--- src/rtl/synchronous_fifo_pkg.sv ---
// Shared helpers for the synchronous FIFO slice.
package synchronous_fifo_pkg;

  // Pointer width: address bits plus one wrap bit.
  function automatic int unsigned ptr_width(input int unsigned depth);
    return $clog2(depth) + 1;
  endfunction

endpackage

--- src/rtl/synchronous_fifo_mem.sv ---
// FIFO storage array: one synchronous write port, one combinational read port, no reset.
module synchronous_fifo_mem #(
  parameter int unsigned ADDR_WIDTH = 3,
  parameter int unsigned DATA_WIDTH = 8
) (
  input  logic                  clk,
  input  logic                  w_en,
  input  logic [ADDR_WIDTH-1:0] w_addr,
  input  logic [DATA_WIDTH-1:0] w_data,
  input  logic [ADDR_WIDTH-1:0] r_addr,
  output logic [DATA_WIDTH-1:0] r_data
);

  localparam int unsigned DEPTH = 1 << ADDR_WIDTH;

  logic [DATA_WIDTH-1:0] mem [DEPTH];

  // Store the incoming word on an accepted write.
  always_ff @(posedge clk) begin
    if (w_en) mem[w_addr] <= w_data;
  end

  // The read word is captured by the owner's output register, which carries the reset.
  assign r_data = mem[r_addr];

endmodule

--- src/rtl/synchronous_fifo.sv ---
// Single-clock FIFO with registered read data and combinational full/empty flags.
module synchronous_fifo
  import synchronous_fifo_pkg::*;
#(
  parameter int unsigned DEPTH      = 8,
  parameter int unsigned DATA_WIDTH = 8
) (
  input  logic                  clk,
  input  logic                  rst_n,
  input  logic                  w_en,
  input  logic                  r_en,
  input  logic [DATA_WIDTH-1:0] data_in,
  output logic [DATA_WIDTH-1:0] data_out,
  output logic                  full,
  output logic                  empty
);

  localparam int unsigned PTR_W = ptr_width(DEPTH);
  localparam int unsigned AW    = PTR_W - 1;

  logic [PTR_W-1:0]      w_ptr;
  logic [PTR_W-1:0]      r_ptr;
  logic                  do_write;
  logic                  do_read;
  logic [DATA_WIDTH-1:0] mem_rdata;

  assign empty    = (w_ptr == r_ptr);
  assign full     = (w_ptr[AW-1:0] == r_ptr[AW-1:0]) && (w_ptr[AW] != r_ptr[AW]);
  assign do_write = w_en && !full;
  assign do_read  = r_en && !empty;

  synchronous_fifo_mem #(
    .ADDR_WIDTH (AW),
    .DATA_WIDTH (DATA_WIDTH)
  ) u_mem (
    .clk    (clk),
    .w_en   (do_write),
    .w_addr (w_ptr[AW-1:0]),
    .w_data (data_in),
    .r_addr (r_ptr[AW-1:0]),
    .r_data (mem_rdata)
  );

  // Advance pointers on accepted transfers and register the word being read.
  always_ff @(posedge clk or negedge rst_n) begin
    if (!rst_n) begin
      w_ptr    <= '0;
      r_ptr    <= '0;
      data_out <= '0;
    end else begin
      if (do_write) w_ptr <= w_ptr + 1'b1;
      if (do_read) begin
        r_ptr    <= r_ptr + 1'b1;
        data_out <= mem_rdata;
      end
    end
  end

endmodule

--- config.mk ---
export PLATFORM = sky130hd
export DESIGN_NAME = synchronous_fifo
export DESIGN_NICKNAME = d
export VERILOG_FILES = /design/src/rtl/synchronous_fifo_pkg.sv /design/src/rtl/synchronous_fifo_mem.sv /design/src/rtl/synchronous_fifo.sv
export SDC_FILE = /design/constraint.sdc
export NUM_CORES = 1
export LEC_CHECK = 0
export CORE_AREA = 4 4 81 83
export CTS_CLUSTER_DIAMETER = 150
export CTS_CLUSTER_SIZE = 24
export DETAILED_ROUTE_END_ITERATION = 7
export DIE_AREA = 0 0 85 87
export PLACE_DENSITY = 0.78
export SYNTH_ARGS = -nofsm -noshare
export SYNTH_HDL_FRONTEND = slang
export SYNTH_HIERARCHICAL = 1
export SYNTH_SLANG_ARGS = --single-unit
--- constraint.sdc ---
create_clock -name clk -period 3.3 [get_ports clk]
set_input_delay 0.99 -clock clk [delete_from_list [all_inputs] [get_ports clk]]
set_output_delay 0.99 -clock clk [all_outputs]
set_load 0.03 [all_outputs]
==> reports/metrics.cfg, run 1 <==
[outcome]
outcome = finished, final reports clean

[clock_network]
clock-sinks = 80
cts_buffers = 9
cts_tree = yes
post_cts_resized = 0
cts.path.max_buffers = 2
root_buffer = clkbuf_8
cts.clk_slew.worst_paths_ns = 0.08
hold_buffers = 0
cts_setup_buffers = 0
clkLatencyLatePin_ns = 0.34
cts_htree_levels = 3

[grt]
grt_pass1_vias = 1683
antenna_found_initial = 0
overflow = 0
grt_usage_pct = 18.42
grt_max_degree = 21
grt_pass1_wl_um = 9735

[yosys]
synth.avg_cell_area_um2 = 20.13
synth-edff-count = 64
synth_cell_type_count = 27
synth_common_cells = 64 x edfxtp_1, 18 x mux2_2, 16 x dfrtp_1, 15 x mux4_1, 8 x nor2_1
netlist_area_um2 = 3322
synth_seq_cells = 80
synth_area_leader_cell = edfxtp_1
yosysMostFrequentCell = edfxtp_1
synthArstFlopShare_pct = 20.00
synth_fp_nets = 179
synth_top_cells_by_area = edfxtp_1 58%, dfrtp_1 12%, mux4_1 12%
synthFlopType = edfxtp_1
seq_area_frac_synth_pct = 69.91
ys_warn_count = 6
yosysTopAreaCellShare_pct = 57.85
synth_cells = 165

[finish]
final_util_pct = 66.06
area_delta_synth_final_pct = 16.35
antenna_cells = 0
final_nets = 213
postLayoutCellArea_um2 = 3865
drive_gt1_share_pct = 22.55

[timing]
fin_worst_skew_ns = 0.01113
slew_violations = 0
fin_crit_sh_pct = 90.78
setup_viol = 0
hold_viol = 0
slew_headroom_pct = 42.67
whs_ns = 0.5199
fmax_mhz = 333.8
grt_setup_unrepaired = false
period_minus_slack_ns = 2.996
fin_tns_setup_ns = 0
worst_slew_pin_slew_ns = 0.8570
fin_ws_ns = 0.3041

[placement]
place_ws_ns = 0.4000
place_congestion = 0.8491
dp_hpwl_um = 4164
placed_area_um2 = 3630
io_buffer_count = 21

[drt]
viasPerCell = 5.871
ant_nets = 0
firstDrtPassIters = 4
dr.first_iter.drc_count = 261
dr_total_vias = 1638
drcViolationCount = 0
drt-wirelength-per-cell_um = 22.35
drt_wl_total_um = 6235

[floorplan]
start_util_pct = 56.78
core_area_um2 = 5851
dieHeight_um = 87
die-area_um2 = 7395
num_rows = 28
ioPinCount = 22
die_w_um = 85

[hold_path]
min-delay-start = data_out[2]
hp-class = flip-flop to flip-flop

[critical_path]
crit_start = w_ptr[1]
startpoint_type = flip-flop
worst_setup_path_end_kind = output port
required_ns = 2.31
reg2reg_slack_ns = 0.72
cp.arrival_ns = 2.01
critPathMaxFanout = 10
crit_type = flip-flop to output port
r2r_start = w_ptr[0]

[power_and_ir_drop]
power_density_nw_per_um2 = 932.8
ir_worst_vdd_mv = 0.4448
leakagePower_nw = 1.364

[job]
drv_cap = 0

through the flow:
| stage | instances | total power [mW] |
|---|---|---|
| after global routing | 279 | 3.794 |
| final | 279 | 3.605 |
| after CTS | 279 | 3.625 |
| after floorplan | 165 | 2.391 |
| after global placement | 263 | 2.718 |
| after detailed placement | 263 | 2.795 |
critical path, cell delays in order (launching register included):
cell	delay [ns]
dfrtp_1	0.60
xor2_2	0.23
or3_2	0.56
nor2_1	0.11
buf_4	0.16
report_power, final:
part           internal (mW)  switching [mW]  total [mW]
clock                  0.500           0.336       0.837
sequential              1.33           0.143        1.47
combinational          0.599           0.700        1.30
total                   2.43            1.18        3.61
cells by family after synthesis:
family | count (synthesis) | share of synthesized area, %
AOI/OAI and AO/OA | 8 | 2.674
DFF | 80 | 69.91
adders and majority gates | 2 | 0.7532
muxes | 34 | 18.64
xor gates and xnor gates | 9 | 2.599
and+or+nand+nor | 24 | 3.766
buffers and inverters | 8 | 1.657
layout by cell type (no fill, tap or decap), types with 2 or more instances in the layout:
cell / instances
nand4_1: 2
o41ai_1: 3
dfrtp_1: 16
buf_4: 9
o311ai_0: 4
ha_1: 2
edfxtp_1: 64
mux2_2: 18
clkdlybuf4s50_1: 19
xor2_1: 3
nand2_1: 4
inv_1: 3
nor3_1: 2
clkbuf_8: 9
nand2b_1: 3
bufinv_16: 3
xnor2_1: 5
mux4_1: 15
nor2_1: 8
and2_1: 2
registers in the layout, summed over array words and instances (netlist names):
name,cells
r_ptr,4
u_mem/mem,64
w_ptr,4
data_out,8
layout make-up:
cell class	instances	area, um^2
flip-flops and latches	80	2322
fillers	367	1986
multi-input cells	77	944.7
repair buffers	28	257.7
clock buffers	10	127.6
clock inverters	6	107.6
well taps	75	93.84
inverters	3	11.26
routing by layer:
layer	part of all wire (%)	GRT usage, %	up-vias
li1	-	-	748
met1	39	22.10	831
met2	54	32.77	51
met3	5.1	4.257	8
met4	1.2	6.475	0
met5	0	0	-
final timing paths:
check                                       end  cells after the start
max in group asynchronous              w_ptr[2]                      1
worst min-delay path                data_out[2]                      1
worst max-delay path                       full                      4
worst min register to register      data_out[2]                      1
min in group asynchronous           data_out[6]                      1
worst max register to register  u_mem/mem[3][6]                      5
Power figures use the tool's default switching activity.
==> run 2: changes to the inputs <==
- clock period: 3.3 -> 3.4 ns (I/O delays scaled with it)
==> run 2 against run 1 <==
Wire length grew 0.37%; critical path depth is the same; utilization shrank 1.2 points.
==> reports/metrics.cfg, run 2 (synthesis results as in run 1) <==
[finish]
area_delta_synth_final_pct = 14.20
largestRegisters = u_mem/mem x64, data_out x8
final_nets = 210  ; -1.4%
antenna_cells = 0  ; unchanged
final_util_pct = 64.84  ; -1.2 points
largest_reg_flops = 64  ; unchanged
final_common_cell = edfxtp_1
largest-register = u_mem/mem
postLayoutCellArea_um2 = 3794  ; -1.8%
drive_gt1_share_pct = 20.90  ; -1.7 points
num-fill-cells = 372  ; +1.4%
fin_cells = 276  ; -1.1%
mostFrequentLayoutCells = 64 x edfxtp_1, 19 x clkdlybuf4s50_1, 18 x mux2_2

[hold_path]
hp-class = flip-flop to flip-flop
min-delay-start = data_out[6]

[power_and_ir_drop]
power_density_nw_per_um2 = 877.4  ; -5.9%
ir_worst_vdd_mv = 0.5370  ; +21%
leakagePower_nw = 1.322  ; -3.1%
p_total_mw = 3.328  ; -7.7%

[timing]
fin_ws_ns = 0.2749  ; -0.02922 ns
fin_tns_setup_ns = 0  ; unchanged
setup_viol = 0  ; unchanged
hold_viol = 0  ; unchanged
fmax_mhz = 320.0
fin_worst_skew_ns = 0.01225  ; +0.001112 ns
period_minus_slack_ns = 3.125
whs_ns = 0.5134  ; -0.006506 ns
grt_setup_unrepaired = false
worst_slew_pin_slew_ns = 0.7633  ; -0.09366 ns
slew_violations = 0  ; unchanged
slew_headroom_pct = 48.94  ; +6.3 points
fin_crit_sh_pct = 91.91

[grt]
antenna_found_initial = 0  ; unchanged
grt_pass1_wl_um = 9949  ; +2.2%
overflow = 0  ; unchanged
grt_max_degree = 21  ; unchanged
grt_pass1_vias = 1739  ; +3.3%
grt_usage_pct = 18.87  ; +0.45 points

[critical_path]
startpoint_type = flip-flop
required_ns = 2.38  ; +0.07 ns
r2r_start = w_ptr[0]
worst_setup_path_end_kind = output port
critPathMaxFanout = 13  ; +3
crit_type = flip-flop to output port
cp.arrival_ns = 2.11  ; +0.10 ns
crit_start = r_ptr[1]

[floorplan]
start_util_pct = 56.78  ; unchanged
dieHeight_um = 87  ; unchanged
die_w_um = 85  ; unchanged
core_area_um2 = 5851  ; unchanged
num_rows = 28  ; unchanged
ioPinCount = 22  ; unchanged
die-area_um2 = 7395  ; unchanged

[outcome]
outcome = finished, final reports clean

[clock_network]
cts_setup_buffers = 0  ; unchanged
cts_buffers = 9  ; unchanged
post_cts_resized = 0  ; unchanged
root_buffer = clkbuf_8
clkLatencyLatePin_ns = 0.34  ; about the same
clock-sinks = 80  ; unchanged
cts.clk_slew.worst_paths_ns = 0.08  ; about the same
cts_htree_levels = 3  ; unchanged
hold_buffers = 0  ; unchanged
cts_tree = yes
cts.path.max_buffers = 2  ; unchanged

[placement]
placed_area_um2 = 3607  ; -0.62%
dp_hpwl_um = 4393  ; +5.5%
place_ws_ns = 0.4720  ; +0.07198 ns
place_congestion = 0.8817  ; +3.8%
io_buffer_count = 21  ; unchanged
placed_cells = 260  ; -1.1%

[drt]
viasPerCell = 6.018  ; +2.5%
ant_nets = 0  ; unchanged
firstDrtPassIters = 4  ; unchanged
dr_total_vias = 1661  ; +1.4%
drt-wirelength-per-cell_um = 22.67  ; +1.5%
drt_wl_total_um = 6258  ; +0.37%
drcViolationCount = 0  ; unchanged
dr.first_iter.drc_count = 147  ; -44%

[job]
drv_cap = 0  ; unchanged

run 2: cell type report:
type / instances / area [um^2] / share of cell area (%)
inverter: 3 / 11.26 / 0.2968
clock inverter: 6 / 58.81 / 1.550
tap: 75 / 93.84 / 2.474
timing repair buffer: 25 / 235.2 / 6.201
clock buffer: 10 / 127.6 / 3.364
sequential: 80 / 2322 / 61.21
multi-input combinational: 77 / 944.7 / 24.90
run 2: worst max-delay path: stages, from the launching register on:
cell     delay (ns)
dfrtp_1        0.68
xor2_2         0.24
or3_2          0.56
nor2_1         0.12
buf_4          0.17
run 2: per-layer routing:
| layer | up-vias | GRT usage (%) | part of all wire, % |
|---|---|---|---|
| met5 | - | 0 | 0 |
| met4 | 0 | 6.906 | 1.7 |
| met3 | 8 | 4.636 | 6.6 |
| met2 | 69 | 30.51 | 49 |
| met1 | 842 | 25.13 | 43 |
| li1 | 742 | - | - |
run 2: final timing paths:
kind / endpoint / cells after the start / slack (ns)
setup / recovery: empty / 4 / 0.27
hold / removal: data_out[6] / 1 / 0.51
setup reg to reg: u_mem/mem[7][0] / 5 / 0.78
hold reg to reg: data_out[6] / 1 / 0.51
max in group asynchronous: data_out[5] / 1 / 1.82
min in group asynchronous: w_ptr[1] / 1 / 1.12
run 2: power by group:
group	internal (mW)	switching [mW]	total, mW	leakage [nW]
logic	0.569	0.648	1.22	0.461
clock network	0.336	0.319	0.655	0.0917
registers	1.29	0.168	1.46	0.770
total	2.19	1.14	3.33	1.32
==> RTL change, RTL diff (flow settings as in run 1) <==
`DATA_WIDTH` is set to 8 in 2 places; all go to 9.
--- a/src/rtl/synchronous_fifo_mem.sv
+++ b/src/rtl/synchronous_fifo_mem.sv
@@ -1,7 +1,7 @@
 // FIFO storage array: one synchronous write port, one combinational read port, no reset.
 module synchronous_fifo_mem #(
   parameter int unsigned ADDR_WIDTH = 3,
-  parameter int unsigned DATA_WIDTH = 8
+  parameter int unsigned DATA_WIDTH = 9
 ) (
   input  logic                  clk,
   input  logic                  w_en,
--- a/src/rtl/synchronous_fifo.sv
+++ b/src/rtl/synchronous_fifo.sv
@@ -3,7 +3,7 @@
   import synchronous_fifo_pkg::*;
 #(
   parameter int unsigned DEPTH      = 8,
-  parameter int unsigned DATA_WIDTH = 8
+  parameter int unsigned DATA_WIDTH = 9
 ) (
   input  logic                  clk,
   input  logic                  rst_n,
Ports: changed (resized data_in and data_out); port bits go from 22 to 24. The function was not compared with the original's and may differ.
==> RTL change against run 1 <==
- die area did not move
- routed wire length rose by 6.3%
- area after synthesis rose by 12%
- power up 6.9%
- setup slack improved by 35 ps
- final area is 11% higher
- hold slack got worse by 7.9 ps
- sequential cell count up 9
==> RTL change: results (changes against run 1) <==
- PD cells: 899 mW/mm2 (-3.6%)
- Post-DP Area: 0.00409 mm2 (+13%)
- Syn nets: 194 (+8.4%)
- Met3 Usage GRT: 0.0416 (-0.000946)
- Flop-to-flop setup slack: 810 ps (+90 ps)
- Leakage: 1.54 nW (+13%)
- Mapped Cells: 179 (+8.5%)
- Routed wire per std cell: 22.1 um (-1.1%)
- Outcome: completed
- Gate power share: 0.389 (+0.029)
- GRT met2 Usage: 0.311 (-0.0169)
- Seq pwr: 1.62 mW (+10%)
- Share of cells above drive strength 1: 0.240 (+0.0145)
- Skew final: 8.10 ps (-3.03 ps)
- Min Tclk post-route: 2960 ps (-34.8 ps)
- Worst EP arrival: 1970 ps (-40 ps)
- Routed vias/inst: 6.06 (+3.3%)
- Maximum vdd ir drop: 745 uV (+68%)
- First-pass GRT wire length: 10700 um (+10%)
- Biggest regs: u_mem/mem (72), data_out (9)
- Gpl congestion: 0.809 (-4.7%)
- Slew HR: 0.174 (-0.252)
- Hold path startpoint: data_out[8]
- R2r worst-path depth: 3 (-2)
- Synth cell types: 28 (+3.7%)
- M1 WL: 2860 um (+17%)
- PortBufs: 23 (+9.5%)
- WHS: 512 ps (-7.87 ps)
- Detail Placement HPWL: 4090 um (-1.8%)
- Post-layout nets: 235 (+10%)
- EDFF count, synth: 72 (+13%)
## RTL change: cell types whose count changed after synthesis, moves of 3 or more
cell      delta
mux2_4       +9
edfxtp_1     +8
mux2_2       -7
mux4_1       +3
## RTL change: worst max-delay path: cells and delay by family (launching register included)
family,cells,cell delay (ps)
buf+inv,1,180
flops,1,530
xor+xnor,1,290
simple gates,2,620
## RTL change: area by class of cell
| class | instances | area [um2] |
|---|---|---|
| clock buffer | 9 | 124 |
| clock inverter | 7 | 70.1 |
| fill | 344 | 1560 |
| inverter | 3 | 11.3 |
| multi-input combinational | 81 | 1080 |
| sequential | 89 | 2590 |
| tap | 75 | 93.8 |
| timing repair buffer | 36 | 323 |
## RTL change: cell families (layout without fill, tap and decap cells)
family,count (synthesis),in the layout,share of synthesized area
compound gates,8,8,0.0258
flops,89,89,0.693
mux,38,38,0.196
xor+xnor,9,9,0.0272
buf+inv,9,55,0.0178
simple gates,24,24,0.0329
fa+ha+maj,2,2,0.00671
